### src/rtl/vga_bcd_score_display_pkg.sv
// vga_bcd_score_display_pkg: shared screen, glyph and BCD constants for the score overlay
package vga_bcd_score_display_pkg;
  localparam int H_ACTIVE = 640;
  localparam int V_ACTIVE = 480;
  localparam int GLYPH_W = 5;
  localparam int GLYPH_H = 5;
  localparam int CELL_LOG2 = 3;
  localparam int BCD_W = 4;
endpackage

### src/rtl/vga_bcd_score_display_glyph_rom.sv
// digit_glyph_rom: combinational 5x5 font for decimal digits, bit 4 is the leftmost column
module digit_glyph_rom
  import vga_bcd_score_display_pkg::*;
(
  input  logic [BCD_W-1:0]   digit,
  input  logic [2:0]         row,
  output logic [GLYPH_W-1:0] bits
);
  logic [GLYPH_W*GLYPH_H-1:0] g;
  always_comb begin
    case (digit)
      4'd0:    g = 25'b11111_10001_10001_10001_11111;
      4'd1:    g = 25'b00100_01100_00100_00100_01110;
      4'd2:    g = 25'b11111_00001_11111_10000_11111;
      4'd3:    g = 25'b11111_00001_01111_00001_11111;
      4'd4:    g = 25'b10001_10001_11111_00001_00001;
      4'd5:    g = 25'b11111_10000_11111_00001_11111;
      4'd6:    g = 25'b11111_10000_11111_10001_11111;
      4'd7:    g = 25'b11111_00001_00010_00100_01000;
      4'd8:    g = 25'b11111_10001_11111_10001_11111;
      4'd9:    g = 25'b11111_10001_11111_00001_11111;
      default: g = '0;
    endcase
    bits = row == 3'd0 ? g[24:20] :
           row == 3'd1 ? g[19:15] :
           row == 3'd2 ? g[14:10] :
           row == 3'd3 ? g[9:5]   :
           row == 3'd4 ? g[4:0]   : '0;
  end
endmodule

### src/rtl/vga_bcd_score_display.sv
// vga_bcd_score_display: BCD score counter with frame-latched, scaled glyph overlay
// and a 2-stage pixel pipeline aligned to de_out.
module vga_bcd_score_display
  import vga_bcd_score_display_pkg::*;
#(
  parameter int NDIGITS = 4,
  parameter int SCALE   = 2,
  parameter int X0      = 64,
  parameter int Y0      = 32,
  parameter int LZB     = 1
) (
  input  logic                     clk,
  input  logic                     reset,
  input  logic                     inc,
  input  logic                     clr,
  input  logic                     frame_start,
  input  logic [9:0]               hpos,
  input  logic [9:0]               vpos,
  input  logic                     display_on,
  output logic [BCD_W*NDIGITS-1:0] count,
  output logic                     overflow,
  output logic                     pixel_on,
  output logic                     de_out
);
  localparam int SH   = CELL_LOG2 + SCALE;
  localparam int CELL = 1 << SH;
  localparam int W    = BCD_W * NDIGITS;

  logic [W-1:0]       count_q, count_d, shown_q;
  logic               overflow_q, overflow_d;
  logic [NDIGITS:0]   carry, lz;
  logic [NDIGITS-1:0] blank_v;
  logic signed [10:0] dx, dy;
  logic               in_win, sel_blank;
  logic [2:0]         idx, col, row;
  logic [BCD_W-1:0]   sel_dig, dig_q;
  logic               win_q, blank_q, de1_q, pix_q, pix_d, de2_q;
  logic [2:0]         col_q, row_q;
  logic [GLYPH_W-1:0] rom_bits;
  logic [7:0]         rom_pad;

  assign carry[0]   = inc;
  assign lz[NDIGITS] = 1'b1;

  // carry ripples from digit 0 upward; lz tracks "this and all higher shown digits are zero"
  genvar i;
  for (i = 0; i < NDIGITS; i++) begin : g_dig
    logic [BCD_W-1:0] cur, shn;
    assign cur = count_q[BCD_W*i +: BCD_W];
    assign shn = shown_q[BCD_W*i +: BCD_W];
    assign carry[i+1] = carry[i] & (cur == 4'd9);
    assign count_d[BCD_W*i +: BCD_W] = clr ? '0 : ~carry[i] ? cur : cur == 4'd9 ? '0 : cur + 4'd1;
    assign lz[i] = lz[i+1] & (shn == '0);
    assign blank_v[i] = (LZB != 0) && (i != 0) && lz[i];
  end

  assign overflow_d = ~clr & (overflow_q | carry[NDIGITS]);

  assign dx     = 11'(hpos) - 11'(X0);
  assign dy     = 11'(vpos) - 11'(Y0);
  assign in_win = dx >= 0 && dx < $signed(11'(NDIGITS * CELL)) && dy >= 0 && dy < $signed(11'(CELL));
  assign idx    = 3'(dx >>> SH);
  assign col    = dx[SH-1 -: 3];
  assign row    = dy[SH-1 -: 3];

  // cell index 0 is the most significant digit
  always_comb begin
    sel_dig   = '0;
    sel_blank = 1'b0;
    for (int k = 0; k < NDIGITS; k++)
      if (int'(idx) == NDIGITS - 1 - k) begin
        sel_dig   = shown_q[BCD_W*k +: BCD_W];
        sel_blank = blank_v[k];
      end
  end

  digit_glyph_rom u_rom (
    .digit(dig_q),
    .row  (row_q),
    .bits (rom_bits)
  );

  assign rom_pad = {rom_bits, 3'b000};
  assign pix_d   = win_q & de1_q & ~blank_q & (col_q < 3'(GLYPH_W)) & (row_q < 3'(GLYPH_H))
                 & rom_pad[3'd7 - col_q];

  always_ff @(posedge clk or posedge reset)
    if (reset) begin
      count_q    <= '0;
      overflow_q <= 1'b0;
      shown_q    <= '0;
      win_q      <= 1'b0;
      col_q      <= '0;
      row_q      <= '0;
      dig_q      <= '0;
      blank_q    <= 1'b0;
      de1_q      <= 1'b0;
      pix_q      <= 1'b0;
      de2_q      <= 1'b0;
    end else begin
      count_q    <= count_d;
      overflow_q <= overflow_d;
      if (frame_start) shown_q <= count_q;
      win_q      <= in_win;
      col_q      <= col;
      row_q      <= row;
      dig_q      <= sel_dig;
      blank_q    <= sel_blank;
      de1_q      <= display_on;
      pix_q      <= pix_d;
      de2_q      <= de1_q;
    end

  assign count    = count_q;
  assign overflow = overflow_q;
  assign pixel_on = pix_q;
  assign de_out   = de2_q;
endmodule

### config.mk
export PLATFORM = sky130hd
export DESIGN_NAME = vga_bcd_score_display
export DESIGN_NICKNAME = d
export VERILOG_FILES = /design/src/rtl/vga_bcd_score_display_pkg.sv /design/src/rtl/vga_bcd_score_display_glyph_rom.sv /design/src/rtl/vga_bcd_score_display.sv
export SDC_FILE = /design/constraint.sdc
export NUM_CORES = 1
export LEC_CHECK = 0
export CAP_MARGIN = 20
export CORE_MARGIN = 4
export CORE_UTILIZATION = 35
export DETAILED_ROUTE_END_ITERATION = 8
export GPL_TIMING_DRIVEN = 1
export PLACE_DENSITY_LB_ADDON = 0.3
export SLEW_MARGIN = 20
export SYNTH_ARGS = -nofsm -noshare
export SYNTH_HDL_FRONTEND = slang
export SYNTH_HIERARCHICAL = 1
export SYNTH_SLANG_ARGS = --single-unit
### constraint.sdc
create_clock -name clk -period 5 [get_ports clk]
set_input_delay 1.5 -clock clk [delete_from_list [all_inputs] [get_ports clk]]
set_output_delay 1.5 -clock clk [all_outputs]
set_load 0.01 [all_outputs]
**Yosys cells after proc, flatten, opt, wreduce, memory -nomap -nowiden**

Memory sizes are Yosys's and may differ from the RTL's.
Cells that the tools add are included.

- Register bits after elaboration: 48
- Memories: 1
- Output and inout port bits: 19
- Bits in read-only memories: 352
- Input bits: 26

- Equality and inequality tests: 11
- Multiplexer cells: 26
- Reduce and logical (&&, ||, !) cells: 12
- Bitwise gates (word level): 15
- Magnitude comparators: 7
- Add/subtract/negate cells: 7

Memory list:

| memory | words | bits a word | read ports | clocked after memory_dff | wr ports | line | text |
|---|---|---|---|---|---|---|---|
| (no name shown) | 16 | 22 | 1 | 0 | 0 | vga_bcd_score_display_glyph_rom.sv:11 | `case (digit)` |

Operators with widths:

| cell | number |
|---|---|
| $mux 4 | 16 |
| $mux 5 | 5 |
| $ge 11x1->1 const B | 2 |
| $add 4x1->4 const B | 4 |
| $eq 4x4->1 const B | 4 |
| $and 1x1->1 | 12 |
| $logic_not 4->1 | 3 |
| $lt 11x7->1 const B | 1 |
| $lt 11x9->1 const B | 1 |
| $sub 10x6->11 const B | 1 |
| $sub 10x7->11 const B | 1 |
| $eq 3x2->1 const B | 3 |
| $eq 3x3->1 const B | 3 |
| $reduce_bool 2->1 | 4 |
| $logic_not 3->1 | 2 |
| $lt 3x3->1 const B | 2 |
| $lt 3x4->1 const B | 1 |
| $mux 1 | 4 |
| $bmux 1 s3 | 1 |
| $eq 3x1->1 const B | 1 |
| $logic_and 1x1->1 | 3 |
| $sub 3x3->3 const A | 1 |
| $not 1->1 | 2 |
| $or 1x1->1 | 1 |

**Depth between registers and ports, before layout**

- Depth in word-level cells: 9
- Mapped depth: 9
- Depth with buffers taken out: 9

**By module**

Netlist, hierarchy kept.

By module, submodules not included:

| module | area an instance (µm²) | instances | sequential area each (µm²) | cells an instance |
|---|---|---|---|---|
| vga_bcd_score_display | 2354.8 | 1 | 1201.2 | 197 |
| digit_glyph_rom | 483.0 | 1 | 0.0 | 70 |

**Least setup slack after synthesis**

Ideal clock, no wire load.

- Path kind: input port to flip-flop
- From: input port hpos[6]
- To: register blank_q
- Slack: 2.122 ns
- Data arrival time: 2.784 ns
- Stages on the path: 5
- Setup time: 0.094 ns
- Path buffers: 1
- Cell sequence: buf_2 inv_1 ha_1 or4b_2 a211oi_1

- Cells in the longest elaborated chain, start to end: 5
- Elaborated cells on any way between the ends: 7

Ends and longest elaborated chain:

| what | line | text |
|---|---|---|
| start: declaration | vga_bcd_score_display.sv:17 | `input logic [9:0] hpos,` |
| $sub 10x7->11 (*) | vga_bcd_score_display.sv:59 | `assign dx = 11'(hpos) - 11'(X0);` |
| $eq 3x3->1 | vga_bcd_score_display.sv:71 | `if (int'(idx) == NDIGITS - 1 - k) begin` |
| $mux 1 (2 in a row) | vga_bcd_score_display.sv:71 |  |
| $mux 1 (*) | vga_bcd_score_display.sv:71 |  |
| net sel_blank | vga_bcd_score_display.sv:34 | `logic in_win, sel_blank;` |
| end signal: assignment | vga_bcd_score_display.sv:108 | `blank_q <= sel_blank;` |
| end: declaration | vga_bcd_score_display.sv:37 | `logic win_q, blank_q, de1_q, pix_q, pix_d, de2_q;` |

Mark *: on every way through the listed nets, which the timed path passes. The rest lies on a longest branch.
A chain may end at the register's enable or synchronous reset.

**Worst setup path in the final report**

Ends and elaborated chain as after synthesis.

==> impl_metrics.tcl <==
set metrics [dict create \
    status "complete, no violations" \
    syn-cell-area_um2 2838 \
    ys.warnings.count 6 \
    path_delay_family "buffers and inverters" \
    synth_flop_cell "sky130_fd_sc_hd__dfrtp_1" \
    cts_hold_buffers 0 \
    floorplan.rows 32 \
    wire_per_inst_um 14.73 \
    period_minus_ws_final_ns 3.241 \
    critPathArrivalTime_ns 3.44 \
    cp_num_buf_inv 2 \
    category_of_the_worst_setup_path_capture_point "flop" \
    syn_nets 310 \
    initial_utilization_pct 36.35 \
    muxShareOfSynthArea_pct 11.07 \
    detail_route.vias_per_cell 5.375 \
    post_cts_buffers 0 \
    cts-buffers-inserted 5 \
    design.final.nets 345 \
    part_of_the_yosys_area_used_for_sequential_elements_pct 42.33 \
    rr_endpoint "pixel_on" \
    overflow 0 \
    transition_time_at_the_pin_with_the_least_slew_margin_ns 0.8301 \
    num_antenna_cells 0 \
    drive_gt1_share_pct 11.55 \
    cts-resized-gates 0 \
    synth_area_leaders "sky130_fd_sc_hd__dfrtp_1, sky130_fd_sc_hd__ha_1, sky130_fd_sc_hd__mux2_2, sky130_fd_sc_hd__mux4_2, sky130_fd_sc_hd__a21oi_1" \
    cellLeakagePower_nw 1.461 \
    reg2reg_from "dig_q[1]" \
    number_of_antenna_violations_at_the_first_check_in_global_routing 0 \
    power_per_cell_area_nw_per_um2 220.3 \
    grt_start_max_net_pins 49 \
    root_driver "sky130_fd_sc_hd__clkbuf_8" \
    fin_area_um2 3411 \
    detail_route.wirelength_um 5967 \
    dp_hpwl_um 4451 \
    synth_fa_ha_area_share_pct 7.496 \
    r2r_setup_slack_ns 2.61 \
    fillers 757 \
    clk_pin_slew_worst_paths_ns 0.08 \
    synth_top_family_by_area "simple AND/OR/NAND/NOR gates" \
    synth.lib_cells_used.distinct 55 \
    cp_slowest_stage_delay_ns 0.70 \
    grt_first_pass_wirelength_um 10670 \
    required_ns 5.20 \
    timing.slew.headroom_pct 44.59 \
    synth_seq_cells 48 \
    boundaryPins 45 \
    tritoncts "built" \
    port-buffer-count 40 \
    design_power_total_w 0.0007516 \
    worst_r2r_path_depth 9 \
    final.period_utilization_pct 64.81 \
    placement.cell_area_um2 3302 \
    tns_ns 0 \
    setup-violations-final 0 \
    synth.largest_area_cell "sky130_fd_sc_hd__dfrtp_1" \
    fin_skew_ns 0.006818 \
    yosys-top-cells-count "sky130_fd_sc_hd__dfrtp_1, sky130_fd_sc_hd__inv_1, sky130_fd_sc_hd__a21oi_1, sky130_fd_sc_hd__ha_1, sky130_fd_sc_hd__mux2_2" \
    min_to "de_out" \
    clkLatencyLatePin_ns 0.29 \
    hold_viol_final 0 \
    finalWeightedCongestion 0.8362 \
    drt_first_iter_violations 110 \
    cts_max_path_buffers 2 \
    route.antenna.remaining_nets 0 \
    detailedRoute.firstPassIterationCount 4 \
    hold_start "de1_q" \
    crit_fanout 8 \
    detailroute.via_count 2177 \
    ir_worst_vdd_mv 0.1109 \
    min-delay-path-class "reg -> reg" \
    synthXorXnorAreaFrac_pct 0.3086 \
    unrepaired_setup_endpoints_after_global_routing "no" \
    synth_compound_area_share_pct 14.77 \
    cts_max_level 2 \
    syn-instance-count 267 \
    drt_drc_violations_left 0 \
    hold_path_depth 0 \
    core_region_area_um2 7807 \
    cap_violations 0 \
    total_die_area_um2 9613 \
    max_clock_freq_mhz 308.6 \
    timing.critical_path.cells "clkdlybuf4s50_1 > inv_1 > ha_1 > or4b_2 > a211oi_1" \
    die_w_um 98.05 \
    synth_enable_flop_cells 0 \
    dieHeight_um 98.05 \
    synthMostInstantiatedCell "sky130_fd_sc_hd__dfrtp_1" \
    clock_sink_count 48 \
    grt_util_all_layers_pct 13.30 \
    critical-path-slowest-cell "sky130_fd_sc_hd__clkdlybuf4s50_1" \
    start_kind "primary input" \
    synth_simple_gate_area_share_pct 19.14 \
    critical_path_class "in -> reg" \
    timing.final.max_slew_violations 0 \
    placed_cells_incl_taps 397 \
    area_delta_synth_final_pct 20.19 \
    syn-mean-instance-area_um2 10.63 \
    ys_async_sr_fraction_pct 100.0 \
    via_count_of_the_first_global_routing_pass 2202 \
    yosysTopAreaCellShare_pct 42.33 \
    final_cells 405 \
]
==> sequential cells by signal (all words and copies together) (netlist names) <==
register / flops
de1_q: 1
shown_q: 16
overflow: 1
blank_q: 1
dig_q: 4
col_q: 3
pixel_on: 1
win_q: 1
row_q: 3
de_out: 1
count: 16
==> power breakdown <==
part | total [W] | internal [W] | switching, W
clock | 0.000273 | 0.000148 | 0.000125
combinational | 0.0000751 | 0.0000396 | 0.0000356
sequential | 0.000403 | 0.000395 | 0.00000802
total | 0.000752 | 0.000583 | 0.000169
==> placed cells by master, fill, tap and decap left out, types with 4 or more instances in the layout <==
cell type / instances
sky130_fd_sc_hd__mux4_2: 5
sky130_fd_sc_hd__nand2b_1: 12
sky130_fd_sc_hd__nand2_1: 8
sky130_fd_sc_hd__nand3b_1: 8
sky130_fd_sc_hd__clkbuf_8: 5
sky130_fd_sc_hd__and2_1: 5
sky130_fd_sc_hd__nand3_1: 8
sky130_fd_sc_hd__dfrtp_1: 48
sky130_fd_sc_hd__or3_1: 7
sky130_fd_sc_hd__a211oi_1: 4
sky130_fd_sc_hd__nor2_1: 7
sky130_fd_sc_hd__inv_1: 19
sky130_fd_sc_hd__ha_1: 17
sky130_fd_sc_hd__a21oi_1: 17
sky130_fd_sc_hd__clkdlybuf4s50_1: 40
sky130_fd_sc_hd__mux2_2: 17
sky130_fd_sc_hd__o21ai_0: 14
==> kinds of logic (layout without fill, tap and decap cells) <==
| group | Yosys count | in the layout |
|---|---|---|
| and+or+nand+nor | 82 | 82 |
| AOI/OAI and AO/OA | 64 | 64 |
| DFF | 48 | 48 |
| buffers and inverters | 32 | 68 |
| muxes | 23 | 23 |
| adders and majority gates | 17 | 17 |
| xor gates and xnor gates | 1 | 1 |
==> per-layer routing <==
| layer | global-route usage (%) | up-vias | share of wire [%] |
|---|---|---|---|
| met3 | 3.357 | 12 | 3.4 |
| met1 | 17.32 | 1078 | 46 |
| li1 | - | 1052 | - |
| met5 | 0 | - | 0 |
| met4 | 4.260 | 0 | 1.7 |
| met2 | 21.73 | 35 | 49 |
==> area by class of cell <==
cell class | instances | area [um2] | area share [%]
multi-input cells | 187 | 1498 | 43.91
flip-flops and latches | 48 | 1201 | 35.22
repair buffers | 40 | 400.4 | 11.74
well taps | 102 | 127.6 | 3.742
inverters | 20 | 76.32 | 2.238
clock buffers | 6 | 72.57 | 2.128
clock inverters | 2 | 35.03 | 1.027
==> through the flow <==
step           hold slack, ns  worst slack, ns  util, %
3_5_place_dp           0.3746            1.405    42.29
4_1_cts                0.3948            1.727    43.67
3_3_place_gp           0.3722            1.423    42.29
5_1_grt                0.4001            1.611    43.69
6_report               0.3863            1.759    43.69
2_1_floorplan          0.3539            2.122        -
==> worst max-delay path by stage <==
stage | slack, ns | end | cells after the start | start
finish | 1.76 | blank_q | 5 | hpos[6]
global route | 1.61 | blank_q | 5 | hpos[6]
CTS | 1.73 | blank_q | 5 | hpos[6]
detailed placement | 1.41 | blank_q | 5 | hpos[6]
global placement | 1.42 | blank_q | 5 | hpos[6]
floorplan | 2.12 | blank_q | 5 | hpos[6]
Power figures use the tool's default switching activity.
